==> config.mk <==
export PLATFORM = sky130hd
export DESIGN_NAME = kogge_stone_pipe
export DESIGN_NICKNAME = d
export VERILOG_FILES = /design/src/rtl/kogge_stone_pkg.sv /design/src/rtl/ks_prefix_cell.sv /design/src/rtl/kogge_stone_pipe.sv
export SDC_FILE = /design/constraint.sdc
export NUM_CORES = 1
export LEC_CHECK = 0
export BUFFER_PORTS_ARGS = -buffer_cell sky130_fd_sc_hd__buf_2
export CORE_MARGIN = 2
export CORE_UTILIZATION = 50
export CTS_BUF_LIST = sky130_fd_sc_hd__clkbuf_8
export DETAILED_ROUTE_END_ITERATION = 6
export PLACE_DENSITY = 0.65
export SYNTH_ARGS = -nofsm -noshare
export SYNTH_HDL_FRONTEND = slang
export SYNTH_SLANG_ARGS = --single-unit
==> constraint.sdc <==
create_clock -name clk -period 4.9 [get_ports clk]
set_input_delay 0.98 -clock clk [delete_from_list [all_inputs] [get_ports clk]]
set_output_delay 0.98 -clock clk [all_outputs]
set_load 0.01 [all_outputs]
==> src/rtl/kogge_stone_pkg.sv <==
// Shared sizing helpers for the pipelined Kogge-Stone adder.
// Both the RTL and any instantiating block derive depth from these functions.
package kogge_stone_pkg;

  function automatic int ks_levels(input int width);
    return $clog2(width);
  endfunction

  // Number of register groups that follow the prefix levels.
  function automatic int ks_groups(input int width, input int reg_every);
    return (ks_levels(width) + reg_every - 1) / reg_every;
  endfunction

  function automatic int ks_lat(input int width, input int reg_every);
    return 1 + ks_groups(width, reg_every);
  endfunction

  // Prefix level whose output feeds pipeline register stage j (j >= 2).
  function automatic int ks_stage_src_level(input int j, input int reg_every);
    return (j - 1) * reg_every - 1;
  endfunction

endpackage

==> src/rtl/ks_prefix_cell.sv <==
// Kogge-Stone (G,P) combine: merges a higher span with the adjacent lower span.
module ks_prefix_cell (
  input  logic g_hi_i,
  input  logic p_hi_i,
  input  logic g_lo_i,
  input  logic p_lo_i,
  output logic g_o,
  output logic p_o
);
  assign g_o = g_hi_i | (p_hi_i & g_lo_i);
  assign p_o = p_hi_i & p_lo_i;
endmodule

==> src/rtl/kogge_stone_pipe.sv <==
// Pipelined Kogge-Stone adder/subtractor with carry-in, carry-out, signed overflow
// and a collapsing valid/ready pipeline holding up to LAT beats.
module kogge_stone_pipe
  import kogge_stone_pkg::*;
#(
  parameter int WIDTH     = 32,
  parameter int REG_EVERY = 2
) (
  input  logic             clk,
  input  logic             reset,
  input  logic             in_valid,
  output logic             in_ready,
  input  logic [WIDTH-1:0] a,
  input  logic [WIDTH-1:0] b,
  input  logic             cin,
  input  logic             sub,
  output logic             out_valid,
  input  logic             out_ready,
  output logic [WIDTH-1:0] s,
  output logic             cout,
  output logic             ovf
);
  localparam int LEVELS = ks_levels(WIDTH);
  localparam int LAT    = ks_lat(WIDTH, REG_EVERY);
  localparam int NMID   = LAT - 1;

  // Sideband that rides along with the prefix tree: half-sum and carry-in.
  typedef struct packed {
    logic [WIDTH-1:0] h;
    logic             cin;
  } side_t;

  logic [LAT:1]     v_q, v_d, adv;
  logic [LAT-1:0]   ld_v;
  logic             accept;

  logic [WIDTH-1:0] bx, h0, g0, p0;
  logic [WIDTH-1:0] g_in [1:NMID];
  logic [WIDTH-1:0] p_in [1:NMID];
  side_t            side_in [1:NMID];
  logic [WIDTH-1:0] g_q [1:NMID];
  logic [WIDTH-1:0] p_q [1:NMID];
  side_t            side_q [1:NMID];

  logic [LEVELS-1:0][WIDTH-1:0] lin_g, lin_p, lout_g, lout_p;
  logic             unused_p;

  logic [WIDTH-1:0] gf, s_d, s_q;
  logic             cout_d, cout_q, ovf_d, ovf_q;

  // Handshake: a stage moves when the next one is empty or moving itself.
  always_comb begin
    adv      = '0;
    adv[LAT] = v_q[LAT] & out_ready;
    for (int j = LAT - 1; j >= 1; j--) begin
      adv[j] = v_q[j] & (~v_q[j+1] | adv[j+1]);
    end
  end

  assign in_ready = ~v_q[1] | adv[1];
  assign accept   = in_valid & in_ready;
  assign ld_v     = {adv[LAT-1:1], accept};

  always_comb begin
    v_d = v_q;
    for (int j = 1; j <= LAT; j++) begin
      v_d[j] = (v_q[j] & ~adv[j]) | ld_v[j-1];
    end
  end

  always_ff @(posedge clk) begin
    if (!reset) v_q <= '0;
    else        v_q <= v_d;
  end

  // Stage 0: operand conditioning, carry-in folded into bit 0 generate.
  always_comb begin
    bx    = sub ? ~b : b;
    h0    = a ^ bx;
    g0    = a & bx;
    p0    = a | bx;
    g0[0] = g0[0] | (p0[0] & cin);
  end

  assign g_in[1]    = g0;
  assign p_in[1]    = p0;
  assign side_in[1] = {h0, cin};

  for (genvar j = 2; j <= NMID; j++) begin : g_mid_src
    assign g_in[j]    = lout_g[ks_stage_src_level(j, REG_EVERY)];
    assign p_in[j]    = lout_p[ks_stage_src_level(j, REG_EVERY)];
    assign side_in[j] = side_q[j-1];
  end

  // Stages 1..LAT-1: prefix state registers between level groups.
  always_ff @(posedge clk) begin
    if (!reset) begin
      for (int j = 1; j <= NMID; j++) begin
        g_q[j]    <= '0;
        p_q[j]    <= '0;
        side_q[j] <= '0;
      end
    end else begin
      for (int j = 1; j <= NMID; j++) begin
        if (ld_v[j-1]) begin
          g_q[j]    <= g_in[j];
          p_q[j]    <= p_in[j];
          side_q[j] <= side_in[j];
        end
      end
    end
  end

  for (genvar k = 0; k < LEVELS; k++) begin : g_lvl
    localparam int D = 1 << k;
    if (k % REG_EVERY == 0) begin : g_from_reg
      assign lin_g[k] = g_q[k / REG_EVERY + 1];
      assign lin_p[k] = p_q[k / REG_EVERY + 1];
    end else begin : g_from_comb
      assign lin_g[k] = lout_g[k-1];
      assign lin_p[k] = lout_p[k-1];
    end
    for (genvar i = 0; i < WIDTH; i++) begin : g_bit
      if (i < D) begin : g_pass
        assign lout_g[k][i] = lin_g[k][i];
        assign lout_p[k][i] = lin_p[k][i];
      end else begin : g_cell
        ks_prefix_cell u_cell (
          .g_hi_i (lin_g[k][i]),
          .p_hi_i (lin_p[k][i]),
          .g_lo_i (lin_g[k][i-D]),
          .p_lo_i (lin_p[k][i-D]),
          .g_o    (lout_g[k][i]),
          .p_o    (lout_p[k][i])
        );
      end
    end
  end

  // The final propagate vector has no consumer.
  assign unused_p = ^lout_p[LEVELS-1];

  // Stage LAT: post-process into the output register.
  always_comb begin
    gf     = lout_g[LEVELS-1];
    s_d    = side_q[NMID].h ^ {gf[WIDTH-2:0], side_q[NMID].cin};
    cout_d = gf[WIDTH-1];
    ovf_d  = gf[WIDTH-2] ^ gf[WIDTH-1];
  end

  always_ff @(posedge clk) begin
    if (!reset) begin
      s_q    <= '0;
      cout_q <= 1'b0;
      ovf_q  <= 1'b0;
    end else if (ld_v[LAT-1]) begin
      s_q    <= s_d;
      cout_q <= cout_d;
      ovf_q  <= ovf_d;
    end
  end

  assign out_valid = v_q[LAT];
  assign s         = s_q;
  assign cout      = cout_q;
  assign ovf       = ovf_q;

endmodule
==> out/metrics.yaml <==
floorplanning:
  fp.dieH_um: 170
  start_util: 0.511
  die-area_um2: 29000
  std_cell_rows: 60
  io_pins: 106
  core-area_um2: 27100
  die_width_um: 170
timing:
  fin_ws_ps: 1770
  post-route-min-period_ps: 3130
  final_hold_viol_count: 0
  rsz0062_at_grt: "false"
  fmax_ghz: 0.320
  tns_ps: 0
  report.final.slew_viol_count: 0
  slew_headroom: 0.223
  period_share: 0.639
  skew_ps: 26.0
  setup_viol: 0
  worst_slew_pin_slew_ps: 1170
synthesis:
  yosys.area.top_type: "edfxtp_1"
  synth_warnings: 0
  synth_edf_count: 270
  synthCells: 1098
  synthArstFlopShare: 0
  yosys-top-cells-area: "edfxtp_1 (59%), and2_1 (5.8%), ha_1 (5.8%), dfxtp_1 (5.5%), a21oi_1 (3.7%)"
  yosysSeqAreaShare: 0.641
  ys_ff_latch: 308
  syn_avg_cell_area_um2: 12.6
  synth_nets: 1232
  ys_types: 35
  yosys.area.top_type_share: 0.586
  synthTopCellsByCount: "edfxtp_1 (270), and2_1 (128), a21oi_1 (103), nand2_1 (71), inv_1 (69)"
  synth.most_common_cell: "edfxtp_1"
  synth_area_um2: 13800
  ys.flop_type: "edfxtp_1"
layout:
  antenna_cells: 0
  nets: 1349
  drive_gt1_frac: 0.158
  fillCellCount: 2241
  syn2layout_area_growth_pct: 12.3
min_path:
  holdPathEnd: "s[25]"
  worstHoldPathType: "reg2reg"
  min-delay-start: "s[25]"
  holdPathStages: 2
routing:
  vias_per_cell: 5.05
  drt-total-wl_mm: 26.5
  drt-initial-drc-count: 508
  wl_per_cell_um: 16.3
  ant_nets: 0
  drc: 0
  vias: 8222
  dr.pass1.iters: 5
global_routing:
  antenna_found_initial: 1
  grt_pass1_vias: 7945
  overflow: 0
  grt_max_degree: 82
  track_usage: 0.187
  grt_first_pass_wirelength_mm: 42.1
pwr:
  finalPower_mw: 5.58
  p_per_area_nw_per_um2: 359
  vdd_drop_max_uv: 161
  leakage_nw: 6.51
placement:
  port_buffers: 105
  pre_cts_slack_ps: 1540
  post-dp-hpwl_mm: 18.6
  gp_congestion: 0.898
clocking:
  tritoncts: "yes"
  insertion_delay_ps: 560
  htreeDepth: 2
  clockBufferDepth: 3
  clkSinkCount: 308
  ctsResizeCount: 0
  clk_pin_slew_ps: 60
  cts_root_buf: "clkbuf_8"
  cts_buffers: 49
  postCtsSetupRepairBufs: 0
  holdBufCountCts: 0
setup_path:
  rr_endpoint: "g_q[0][45]"
  slowest_stage: "dfxtp_1"
  slowest_delay_ps: 880
  crit_arrival_ps: 2150
  path_cells: "and4b_4 > nand2_1 > buf_2"
  crit_type: "reg2out"
  crit_fanout: 25
  reg2reg_from: "v_q[3]"
  reg2reg_depth: 4
  startpoint_type: "flop"
  worstPathRequired_ps: 3920
  r2r_slack_ps: 2340
  end_kind: "output port"
run:
  maxCapViolCount: 0
status:
  status: "completed"
## layout by cell type (no fill, tap or decap), types with 6 or more instances in the layout
master / n
edfxtp_1: 270
and2_1: 128
buf_2: 105
a21oi_1: 103
inv_1: 89
nand2_1: 69
ha_1: 64
nor2_1: 62
clkbuf_8: 54
xor2_1: 46
nor3_1: 39
dfxtp_1: 38
nand3_1: 27
a21o_1: 25
o21a_1: 21
xnor2_1: 19
a211oi_1: 19
o22ai_1: 15
and2_4: 13
and3_1: 8
clkinv_1: 8
clkinv_2: 6
buf_4: 6
## layer usage
layer,GRT usage,part of all wire,up-vias,wire length (µm)
met4,0.0465,0.015,0,395
met1,0.285,0.49,3852,13000
met3,0.0328,0.062,36,1660
met5,0,0,-,0
li1,-,-,4091,-
met2,0.279,0.43,243,11500
## sequential cells by signal, summed over array words and instances (netlist names)
| signal | cells |
|---|---|
| cout | 1 |
| g_q | 96 |
| ovf | 1 |
| p_q | 75 |
| s | 32 |
| side_q | 99 |
| v_q | 4 |
## how the worst max path moves through the flow
stage,endpoint,from,slack [ps],cells past startpoint
after detailed placement,side_q[0][46],reset,1540,4
after global placement,side_q[0][46],reset,1570,4
after global routing,in_ready,v_q[3],1650,3
final,in_ready,v_q[3],1770,3
after floorplan,g_q[0][64],reset,1050,3
after CTS,in_ready,v_q[3],1770,3
## stage by stage
stage	cell area (µm²)	hold slack, ps	util	std cells
4_1_cts	15500	470	0.573	1627
5_1_grt	15500	486	0.573	1627
6_report	15500	466	0.573	1627
3_5_place_dp	14600	458	0.538	1536
2_1_floorplan	13800	483	-	1098
3_3_place_gp	14600	455	0.538	1536
## kinds of logic (layout without fill, tap and decap cells)
group                      count (synthesis)  after routing  synth area share
AOI/OAI and AO/OA                        189            189            0.0826
xor gates and xnor gates                  65             65            0.0411
adders and majority gates                 64             64            0.0579
buffers and inverters                    114            271            0.0410
DFF                                      308            308             0.641
and+or+nand+nor                          358            358             0.137
## power by group
part	internal (mW)	switching, mW	leakage, nW
Sequential	3.03	0.101	3.22
Clock	1.12	0.953	0.559
Combinational	0.146	0.240	2.73
## area by class of cell
cell class / instances / area (µm²) / share of cell area
Tap cell: 372 / 465 / 0.0300
Clock inverter: 37 / 203 / 0.0130
Clock buffer: 54 / 743 / 0.0478
Inverter: 69 / 259 / 0.0167
Sequential cell: 308 / 8870 / 0.571
Timing Repair Buffer: 111 / 571 / 0.0367
Multi-Input combinational cell: 676 / 4430 / 0.285
## critical path: cells and delay by family (launching register included)
family                 cells  cell delay, ps
buffers and inverters      1             180
DFF                        1             880
and+or+nand+nor            2             530
Note: power is estimated with default switching activity, not from simulation.
